File: src/rtl/watch_pkg.sv
// Shared definitions for the multi-alarm watch core.
//   state_t    : edit/display FSM state (3-bit, also exported as edit_field)
//   MAX_*      : wrap points of the binary time registers
//   bcd_split  : binary 0..99 -> {tens, units} BCD nibbles
package watch_pkg;

  typedef enum logic [2:0] {
    NORMAL  = 3'd0,
    SET_HR  = 3'd1,
    SET_MIN = 3'd2,
    ALM_HR  = 3'd3,
    ALM_MIN = 3'd4,
    ALM_EN  = 3'd5
  } state_t;

  localparam logic [4:0] MAX_HOUR = 5'd23;
  localparam logic [5:0] MAX_MIN  = 6'd59;
  localparam logic [5:0] MAX_SEC  = 6'd59;

  function automatic logic [7:0] bcd_split(input logic [6:0] v);
    return {4'(v / 7'd10), 4'(v % 7'd10)};
  endfunction

endpackage

File: src/rtl/watch_alarm_slot.sv
// One alarm slot: stored HH:MM plus enable, edited by single-cycle strobes.
//   clk, rst            : clock, asynchronous active-high reset
//   inc_hour/inc_min    : increment stored hour (wrap 23->0) / minute (wrap 59->0)
//   tog_en              : toggle enable
//   cur_hour/cur_min    : current time of day
//   alm_hour/alm_min    : stored alarm time (for display)
//   match               : combinational, enabled and HH:MM equals current time
module watch_alarm_slot
  import watch_pkg::*;
(
  input  logic       clk,
  input  logic       rst,
  input  logic       inc_hour,
  input  logic       inc_min,
  input  logic       tog_en,
  input  logic [4:0] cur_hour,
  input  logic [5:0] cur_min,
  output logic [4:0] alm_hour,
  output logic [5:0] alm_min,
  output logic       match
);

  logic alm_en;

  always_ff @(posedge clk or posedge rst) begin
    if (rst) begin
      alm_hour <= '0;
      alm_min  <= '0;
      alm_en   <= 1'b0;
    end else begin
      if (inc_hour) alm_hour <= (alm_hour == MAX_HOUR) ? '0 : alm_hour + 5'd1;
      if (inc_min)  alm_min  <= (alm_min == MAX_MIN) ? '0 : alm_min + 6'd1;
      if (tog_en)   alm_en   <= ~alm_en;
    end
  end

  assign match = alm_en && (alm_hour == cur_hour) && (alm_min == cur_min);

endmodule

File: src/rtl/multi_alarm_watch_core.sv
// Timekeeping core: HH:MM:SS from a clock prescaler, NUM_ALARMS alarm slots with
// enable / snooze / auto-timeout ringing, 12/24h BCD display.
//   clk, rst                 : clock, asynchronous active-high reset
//   mode, set, snooze        : 1-cycle button pulses
//   fmt_12h                  : 1 = 12h display
//   *_hours_out/*_minutes_out: BCD digits of displayed HH:MM
//   pm_out                   : displayed hour >= 12
//   sec_out                  : seconds (binary)
//   edit_alarm, edit_field   : slot being edited, FSM state
//   alarm_sound, alarm_id    : ringing, slot that caused the current/last ring
module multi_alarm_watch_core
  import watch_pkg::*;
#(
  parameter int TICKS_PER_SEC = 1000,
  parameter int NUM_ALARMS    = 4,
  parameter int SNOOZE_MIN    = 5,
  parameter int RING_SEC      = 60,
  localparam int AW = (NUM_ALARMS > 1) ? $clog2(NUM_ALARMS) : 1
) (
  input  logic          clk,
  input  logic          rst,
  input  logic          mode,
  input  logic          set,
  input  logic          snooze,
  input  logic          fmt_12h,
  output logic [1:0]    tens_hours_out,
  output logic [3:0]    units_hours_out,
  output logic [2:0]    tens_minutes_out,
  output logic [3:0]    units_minutes_out,
  output logic          pm_out,
  output logic [5:0]    sec_out,
  output logic [AW-1:0] edit_alarm,
  output logic [2:0]    edit_field,
  output logic          alarm_sound,
  output logic [AW-1:0] alarm_id
);

  localparam int PW = (TICKS_PER_SEC > 1) ? $clog2(TICKS_PER_SEC) : 1;

  state_t          state;
  logic [PW-1:0]   presc;
  logic [5:0]      sec, min;
  logic [4:0]      hour;
  logic [7:0]      ring_cnt;
  logic            snz_pend;
  logic [4:0]      snz_hour;
  logic [5:0]      snz_min;

  logic [4:0]            slot_hour [NUM_ALARMS];
  logic [5:0]            slot_min  [NUM_ALARMS];
  logic [NUM_ALARMS-1:0] slot_match, inc_hour, inc_min, tog_en;

  logic frozen, sec_tick, at_minute, do_mode, do_set, hit, in_alm;
  logic [AW-1:0] hit_id;
  logic [6:0]    snz_sum;
  logic [4:0]    tgt_hour, disp_hour, shown_hour;
  logic [5:0]    tgt_min, disp_min;

  assign frozen    = (state == SET_HR) || (state == SET_MIN);
  assign sec_tick  = !frozen && (presc == PW'(TICKS_PER_SEC - 1));
  assign at_minute = !frozen && (sec == '0) && (presc == '0);
  // While ringing, mode/set only dismiss; mode takes priority over set.
  assign do_mode   = mode && !alarm_sound;
  assign do_set    = set && !mode && !alarm_sound;

  for (genvar i = 0; i < NUM_ALARMS; i++) begin : g_slot
    logic sel;
    assign sel         = do_set && (edit_alarm == AW'(i));
    assign inc_hour[i] = sel && (state == ALM_HR);
    assign inc_min[i]  = sel && (state == ALM_MIN);
    assign tog_en[i]   = sel && (state == ALM_EN);

    watch_alarm_slot u_slot (
      .clk      (clk),
      .rst      (rst),
      .inc_hour (inc_hour[i]),
      .inc_min  (inc_min[i]),
      .tog_en   (tog_en[i]),
      .cur_hour (hour),
      .cur_min  (min),
      .alm_hour (slot_hour[i]),
      .alm_min  (slot_min[i]),
      .match    (slot_match[i])
    );
  end

  always_comb begin
    hit    = 1'b0;
    hit_id = '0;
    for (int unsigned i = 0; i < NUM_ALARMS; i++) begin
      if (!hit && slot_match[i]) begin
        hit    = 1'b1;
        hit_id = AW'(i);
      end
    end
  end

  always_comb begin
    snz_sum  = {1'b0, min} + 7'(SNOOZE_MIN);
    tgt_hour = hour;
    tgt_min  = snz_sum[5:0];
    if (snz_sum > 7'd59) begin
      tgt_min  = 6'(snz_sum - 7'd60);
      tgt_hour = (hour == MAX_HOUR) ? '0 : hour + 5'd1;
    end
  end

  always_comb begin
    in_alm    = (state == ALM_HR) || (state == ALM_MIN) || (state == ALM_EN);
    disp_hour = in_alm ? slot_hour[edit_alarm] : hour;
    disp_min  = in_alm ? slot_min[edit_alarm] : min;
    shown_hour = disp_hour;
    if (fmt_12h) begin
      if (disp_hour == 5'd0)       shown_hour = 5'd12;
      else if (disp_hour > 5'd12)  shown_hour = disp_hour - 5'd12;
    end
  end

  assign {tens_hours_out, units_hours_out}     = 6'(bcd_split(7'(shown_hour)));
  assign {tens_minutes_out, units_minutes_out} = 7'(bcd_split(7'(disp_min)));
  assign pm_out     = disp_hour >= 5'd12;
  assign sec_out    = sec;
  assign edit_field = state;

  always_ff @(posedge clk or posedge rst) begin
    if (rst) begin
      state       <= NORMAL;
      edit_alarm  <= '0;
      presc       <= '0;
      sec         <= '0;
      min         <= '0;
      hour        <= '0;
      alarm_sound <= 1'b0;
      alarm_id    <= '0;
      ring_cnt    <= '0;
      snz_pend    <= 1'b0;
      snz_hour    <= '0;
      snz_min     <= '0;
    end else begin
      if (!frozen) begin
        if (sec_tick) begin
          presc <= '0;
          if (sec == MAX_SEC) begin
            sec <= '0;
            if (min == MAX_MIN) begin
              min  <= '0;
              hour <= (hour == MAX_HOUR) ? '0 : hour + 5'd1;
            end else begin
              min <= min + 6'd1;
            end
          end else begin
            sec <= sec + 6'd1;
          end
        end else begin
          presc <= presc + PW'(1);
        end
      end

      // Time edits only happen while frozen, so they never collide with the timebase.
      if (do_set && state == SET_HR)  hour <= (hour == MAX_HOUR) ? '0 : hour + 5'd1;
      if (do_set && state == SET_MIN) min  <= (min == MAX_MIN) ? '0 : min + 6'd1;

      if (do_mode) begin
        case (state)
          NORMAL:  state <= SET_HR;
          SET_HR:  state <= SET_MIN;
          SET_MIN: begin
            state <= ALM_HR;
            sec   <= '0;
            presc <= '0;
          end
          ALM_HR:  state <= ALM_MIN;
          ALM_MIN: state <= ALM_EN;
          ALM_EN: begin
            if (edit_alarm == AW'(NUM_ALARMS - 1)) begin
              state      <= NORMAL;
              edit_alarm <= '0;
            end else begin
              state      <= ALM_HR;
              edit_alarm <= edit_alarm + AW'(1);
            end
          end
          default: state <= NORMAL;
        endcase
      end

      if (alarm_sound) begin
        if (mode || set) begin
          alarm_sound <= 1'b0;
          snz_pend    <= 1'b0;
        end else if (snooze) begin
          alarm_sound <= 1'b0;
          snz_pend    <= 1'b1;
          snz_hour    <= tgt_hour;
          snz_min     <= tgt_min;
        end else if (sec_tick) begin
          if (ring_cnt == 8'(RING_SEC - 1)) alarm_sound <= 1'b0;
          else                              ring_cnt    <= ring_cnt + 8'd1;
        end
      end else if (at_minute) begin
        // A fresh slot match wins over (and cancels) a pending snooze.
        if (hit) begin
          alarm_sound <= 1'b1;
          alarm_id    <= hit_id;
          ring_cnt    <= '0;
          snz_pend    <= 1'b0;
        end else if (snz_pend && snz_hour == hour && snz_min == min) begin
          alarm_sound <= 1'b1;
          ring_cnt    <= '0;
          snz_pend    <= 1'b0;
        end
      end
    end
  end

endmodule
File: config.mk
export PLATFORM = sky130hd
export DESIGN_NAME = multi_alarm_watch_core
export DESIGN_NICKNAME = d
export VERILOG_FILES = /design/src/rtl/watch_pkg.sv /design/src/rtl/watch_alarm_slot.sv /design/src/rtl/multi_alarm_watch_core.sv
export SDC_FILE = /design/constraint.sdc
export NUM_CORES = 1
export LEC_CHECK = 0
export CAP_MARGIN = 20
export CORE_MARGIN = 8
export CORE_UTILIZATION = 50
export DETAILED_ROUTE_END_ITERATION = 7
export PLACE_DENSITY = 0.72
export SLEW_MARGIN = 5
export SYNTH_ARGS = -nofsm -noshare
export SYNTH_HDL_FRONTEND = slang
export SYNTH_HIERARCHICAL = 1
export SYNTH_SLANG_ARGS = --single-unit
File: constraint.sdc
create_clock -name clk -period 6.3 [get_ports clk]
set_input_delay 1.89 -clock clk [delete_from_list [all_inputs] [get_ports clk]]
set_output_delay 1.89 -clock clk [all_outputs]
set_load 0.05 [all_outputs]
=== Yosys cells after proc, flatten, opt, wreduce, memory -nomap -nowiden ===
Index checks and enable logic that the tools add are counted.

* Bits in registers: 103
* Input bits: 6
* Output and inout port bits: 28
* Logic and storage cells: 233

* Add/subtract/negate cells: 17
* Div/mod/pow operators: 4
* $lt $le $gt $ge: 4
* Equal/unequal tests: 38
* Mux-type cells: 73
* Bitwise operators: 7
* Reductions and logical operators: 66

{| class="wikitable"
|+ Operators by type and width
! kind !! number
|-
| 6-bit 2-to-1 mux || 18
|-
| 5-bit 2-to-1 mux || 17
|-
| 8-bit 2-to-1 mux || 8
|-
| 10-bit 2-to-1 mux || 4
|-
| 1-bit logical AND || 37
|-
| 6-bit by 1-bit adder with 6-bit output (second input constant) || 6
|-
| 6-bit == test (second input constant) || 6
|-
| 6-bit == test || 5
|-
| 5-bit by 1-bit adder with 5-bit output (second input constant) || 5
|-
| 5-bit == test || 5
|-
| 5-bit == test (second input constant) || 5
|-
| 1-bit 2-to-1 mux || 19
|-
| 3-bit one-hot mux with 6 select lines || 1
|-
| 6-bit binary-select mux with 2-bit select || 1
|-
| 3-bit AND reduction || 4
|-
| 2-bit nonzero test || 6
|-
| 10-bit by 1-bit adder with 10-bit output (second input constant) || 1
|-
| 5-bit binary-select mux with 2-bit select || 1
|-
| 10-bit == test (second input constant) || 1
|-
| 10-bit zero test || 1
|-
| 8-bit by 1-bit adder with 8-bit output (second input constant) || 1
|-
| 8-bit by 6-bit == test with 1-bit output (second input constant) || 1
|-
| 2-bit 2-to-1 mux || 4
|-
| 6-bit by 3-bit adder with 7-bit output (second input constant) || 1
|-
| 31 further kinds || 51
|}

=== Longest topological paths before layout ===
* Depth in word-level cells: 16
* Depth in mapped cells: 22

=== By module ===
Netlist, hierarchy kept.

{| class="wikitable"
|+ By module, submodules not included
! module !! instances !! cells each !! area an instance (um2) !! sequential area each (um2)
|-
| multi_alarm_watch_core || 1 || 533 || 4570.6 || 1376.3
|-
| watch_alarm_slot || 4 || 70 || 703.2 || 300.3
|}

=== Worst setup path before layout ===
OpenSTA, ideal clock, no wires.

* Kind: register to output
* From: register edit_alarm[0]
* To: output units_hours_out[3]
* Arrival: 5203 ps
* Required time: 4410 ps
* Slack: -793 ps
* Cell stages (with the launch flop): 23
* Path buffers: 2
* Cell sequence: dfrtp_1 > buf_6 > mux4_2 > o21ai_0 > and2_1 > buf_2 > inv_1 > ha_1 > or3b_2 > a211oi_1 > nor3_1 > o311ai_4 > nor2_1 > nand2_1 > ha_1 > inv_1 > nand4_1 > a21oi_1 > o21ba_2 > ha_1 > inv_1 > nand2_1 > o21ai_0

* Cells in the longest elaborated chain, start to end: 10
* Elaborated cells on any way between the ends: 12
* Classes of those cells: add/sub: 1; div: 1; order compare: 1; mux: 7; bitwise: 1; reduce/logical: 1

{| class="wikitable"
|+ Ends and longest elaborated chain
! item !! line !! RTL
|-
| start, declared || multi_alarm_watch_core.sv:32 || <nowiki>output logic [AW-1:0] edit_alarm,</nowiki>
|-
| start signal, assigned || multi_alarm_watch_core.sv:180 || <nowiki>edit_alarm <= edit_alarm + AW'(1);</nowiki>
|-
| 2-bit NOT with 3-bit output (implied by the code) * || multi_alarm_watch_core.sv:110 || <nowiki>disp_hour = in_alm ? slot_hour[edit_alarm] : hour;</nowiki>
|-
| 5-bit binary-select mux with 2-bit select * || multi_alarm_watch_core.sv:110 ||
|-
| 5-bit 2-to-1 mux (implied by the code) * (2 in series) || multi_alarm_watch_core.sv:110 ||
|-
| 5-bit 2-to-1 mux * || multi_alarm_watch_core.sv:110 ||
|-
| 5-bit by 4-bit subtractor with 5-bit output / 5-bit by 4-bit > comparator with 1-bit output (equally long branches) || multi_alarm_watch_core.sv:115 || <nowiki>else if (disp_hour > 5'd12) shown_hour = disp_hour - 5'd12;</nowiki>
|-
| 5-bit 2-to-1 mux || multi_alarm_watch_core.sv:115 ||
|-
| 5-bit 2-to-1 mux || multi_alarm_watch_core.sv:114 || <nowiki>if (disp_hour == 5'd0) shown_hour = 5'd12;</nowiki>
|-
| 5-bit 2-to-1 mux * || multi_alarm_watch_core.sv:113 || <nowiki>if (fmt_12h) begin</nowiki>
|-
| 5-bit by 4-bit modulo with 7-bit output * || watch_pkg.sv:21 || <nowiki>return {4'(v / 7'd10), 4'(v % 7'd10)};</nowiki>
|-
| end, declared || multi_alarm_watch_core.sv:27 || <nowiki>output logic [3:0] units_hours_out,</nowiki>
|}

Mark *: on every way between the ends. The rest lies on a longest branch, timed or not. The select of a mux whose other input is x is not followed.

=== Worst setup path after layout ===
* From: input fmt_12h
* To: output units_hours_out[1]

* Cells in the longest elaborated chain, start to end: 2

{| class="wikitable"
|+ Ends and longest elaborated chain
! item !! line !! RTL
|-
| start, declared || multi_alarm_watch_core.sv:25 || <nowiki>input logic fmt_12h,</nowiki>
|-
| 5-bit 2-to-1 mux || multi_alarm_watch_core.sv:113 ||
|-
| 5-bit by 4-bit modulo with 7-bit output || watch_pkg.sv:21 ||
|}

No other way between the ends.

==> summary.md <==
| Metric | Value |
|---|---|
| Outcome | completed |
| Row count | 44 |
| Overall routing resource usage | 0.207 |
| Fraction of registers with async set/reset | 1.00 |
| Most frequent cells in the layout | 94 x dfrtp_1, 75 x nor2_1, 65 x nand2_1 |
| Inserted Diodes | 0 |
| Synthesized flop and latch total | 103 |
| Register area share after synthesis | 0.349 |
| WP data arrival | 4.34 ns |
| Met2 routed WL | between 9000 and 10,000 um |
| Grt ovf | 0 |
| Critical Path Source | fmt_12h |
| Post-Route WL | approximately 19,000 um |
| Max incr delay on CP | 0.25 ns |
| Syn_area_per_cell | 9.08 um^2 |
| Netlist Area Pre-Place | roughly 0.0074 mm^2 |
| Maximum root-to-sink buffer count | 2 |
| Min Tclk post-route | 6.23 ns |
| Final Hold Vio Count | 0 |
| Non-Filler Instances | roughly 1,100 |
| # IOs | 34 |
| Layout cells sized above 1 | 0.166 |
| First-pass GRT wire length | 31,300 um |
| Crit. End Element | output port |
| Worst slew margin | 0.339 |
| Initial Util | 0.510 |
| CP Max Fanout | 6 |
| Hold wc startpoint | g_slot[1].u_slot/alm_en$_DFFE_PP0P_ |
| FF-to-FF Start | presc[6]$_DFF_PP0_ |
| Die Y | 138 um |
| Mapped Cells | 813 |
| Drt first pass iters | 5 |
| CTS tree | yes |
| Number of cells after detailed placement | 1,025 |
| Clk sinks | ~100 |
| Final period util | 0.990 |
| Worst-Margin Slew | 0.964 ns |
| Fill cells | between 1,000 and 1,500 |
| CP required | 4.41 ns |
| Final slew viol count | 0 |
| Largest net degree at the start of global routing | 56 |
| Core Area | 0.0145 mm^2 |
| CP startpoint kind | input port |
| # DRC | 0 |
| Syn. warnings | 6 |
| Slowest CP cell | dlygate4sd2_1 |
| Vias | 6,511 |
| Pleak | between 3 and 4 nW |
| Via-per-instance ratio | a little over 6 |
| Multi-input logic area | 0.00467 mm^2 |
| Clock Latency Late Sink | 0.36 ns |
| Met3 WL | 1080 um |
| CP Cell Sequence | dlygate4sd2_1, buf_4, nor2b_1, a32oi_1, nand2_1, nand2_1, ha_2, inv_1, nand4_1, a21oi_1, o21ba_4, ha_4, inv_2, a32o_2, a22o_4, buf_8 |
| Max-cap violation count | 0 |
| Commonest non-fill, non-tap cell in the layout | dfrtp_1 |
| PnR worst setup slack | around 0.066 ns |
| Top_reg_cell synth | dfrtp_1 |
| RePlAce Congestion | about 0.91 |
| Peak supply drop | 0.634 mV |
| FMAX | 0.160 GHz |
| Detail Route Antenna Nets | 0 |
| Post-DP HPWL | around 14,000 um |
| Setup Total Neg Slack | 0 ns |
| Crit path kind | in -> out |
| Nets | 898 |
| Final core occ | 0.597 |
| Area delta synth->final | 17.1% |
| Synth cell types | 77 |
| Wire per inst | about 18 um |
| Hold_ws | between 0.4 and 0.5 ns |
| Number of antenna violations at the first check in global routing | 0 |
| Worst path most repeated cell | nand2_1 |
| Final Setup Violations | 0 |
| Register Area | 0.00259 mm^2 |
| Post-synth EDFFs | 0 |
| Pwr Density | ~530 mW/mm^2 |
| Syn nets | between 800 and 900 |
| Pre-CTS setup slack | -0.246 ns |
| M1 wire length | roughly 8000 um |
| Worst Clk Skew | 0.0101 ns |
| Max Used Layer | met4 |
| Full die area | 0.0189 mm^2 |
| Vias in the first global route | 6,234 |
| Worst-path clk slew | ~0.070 ns |
| # port buffers | 33 |
| Die W | around 140 um |
| CTS buffer count | 9 |
| CTS Root Cell | clkbuf_16 |
| H-tree Lvls | 3 |
| Initial DRC Count | about 570 |
| Hold/Removal Path Class | reg -> reg |
worst paths after layout:
kind	to	slack (ns)	cells past startpoint
max	units_hours_out[1]	0.07	16
max reg2reg	min[2]$_DFFE_PP0P_	3.14	8
min	g_slot[1].u_slot/alm_en$_DFFE_PP0P_	0.48	1
min reg2reg	g_slot[1].u_slot/alm_en$_DFFE_PP0P_	0.48	1
max in group asynchronous	edit_field[1]$_DFFE_PP0P_	3.58	3
min in group asynchronous	g_slot[1].u_slot/alm_min[4]$_DFFE_PP0P_	2.05	2
critical path, delay by kind of cell:
family	cells	cell delay, ns
buf+inv	5	0.67
compound gates	5	1.05
simple gates	4	0.41
fa+ha+maj	2	0.33
through the flow:
step / power, W / area [um^2]
floorplan: 0.00284 / 7460
global placement: 0.00372 / 8150
detailed placement: 0.00381 / 8150
CTS: 0.00445 / 8520
global route: 0.00484 / 8640
finish: 0.00460 / 8640
area by class of cell:
class                   instances  share of cell area
repair buffers                 77              0.0847
flip-flops and latches        103               0.300
multi-input cells             640               0.541
clock inverters                 5             0.00738
clock buffers                  11              0.0269
inverters                      33              0.0143
well taps                     184              0.0266
flip-flops by register name (all words and copies together) (netlist names):
signal,count
g_slot.u_slot/alm_en,4
g_slot.u_slot/alm_hour,20
g_slot.u_slot/alm_min,24
ring_cnt,8
snz_min,6
edit_field,3
sec_out,6
alarm_id,2
presc,10
hour,5
alarm_sound,1
snz_hour,5
min,6
edit_alarm,2
snz_pend,1
Yosys cell counts, types with 9 or more instances:
| master | instances | area, um^2 |
|---|---|---|
| dfrtp_1 | 103 | 2580 |
| nor2_1 | 77 | 289 |
| nand2_1 | 65 | 244 |
| xnor2_1 | 60 | 526 |
| o21ai_0 | 54 | 270 |
| nand4_1 | 36 | 225 |
| inv_1 | 33 | 124 |
| a21oi_1 | 31 | 155 |
| nand3_1 | 31 | 155 |
| clkbuf_1 | 28 | 105 |
| ha_1 | 28 | 350 |
| xor2_1 | 27 | 236 |
| mux2_2 | 19 | 214 |
| mux2i_1 | 18 | 180 |
| nand2b_1 | 15 | 93.8 |
| nor3_1 | 10 | 50.1 |
| a21o_1 | 9 | 67.6 |
power breakdown:
group	switching (W)	internal, W	total, W
logic	0.00172	0.00135	0.00307
registers	0.000188	0.000763	0.000952
clock network	0.000262	0.000313	0.000575
total	0.00217	0.00243	0.00460
cells by family after synthesis:
logic type,after synthesis,share of synthesized area
flip-flops,103,0.349
AND/OR/NAND/NOR,302,0.211
AO/OA/AOI/OAI,175,0.161
XOR/XNOR,87,0.103
multiplexers,48,0.0885
adder cells (fa/ha/maj),28,0.0475
buffers and inverters,70,0.0400
timing repair:
action | 4_1_cts | 5_1_grt
gates resized for setup | 10 | 21
hold buffers | 0 | 0
pin swaps | 4 | 8
buffers inserted | 5 | 7
endpoints found under the setup margin | 6 | 8
per-layer routing:
layer	global-route usage	vias up
met3	0.0372	61
met2	0.343	189
met1	0.257	3198
met4	0.0966	0
met5	0	-
li1	-	3063
(Power assumes the default switching activity.)
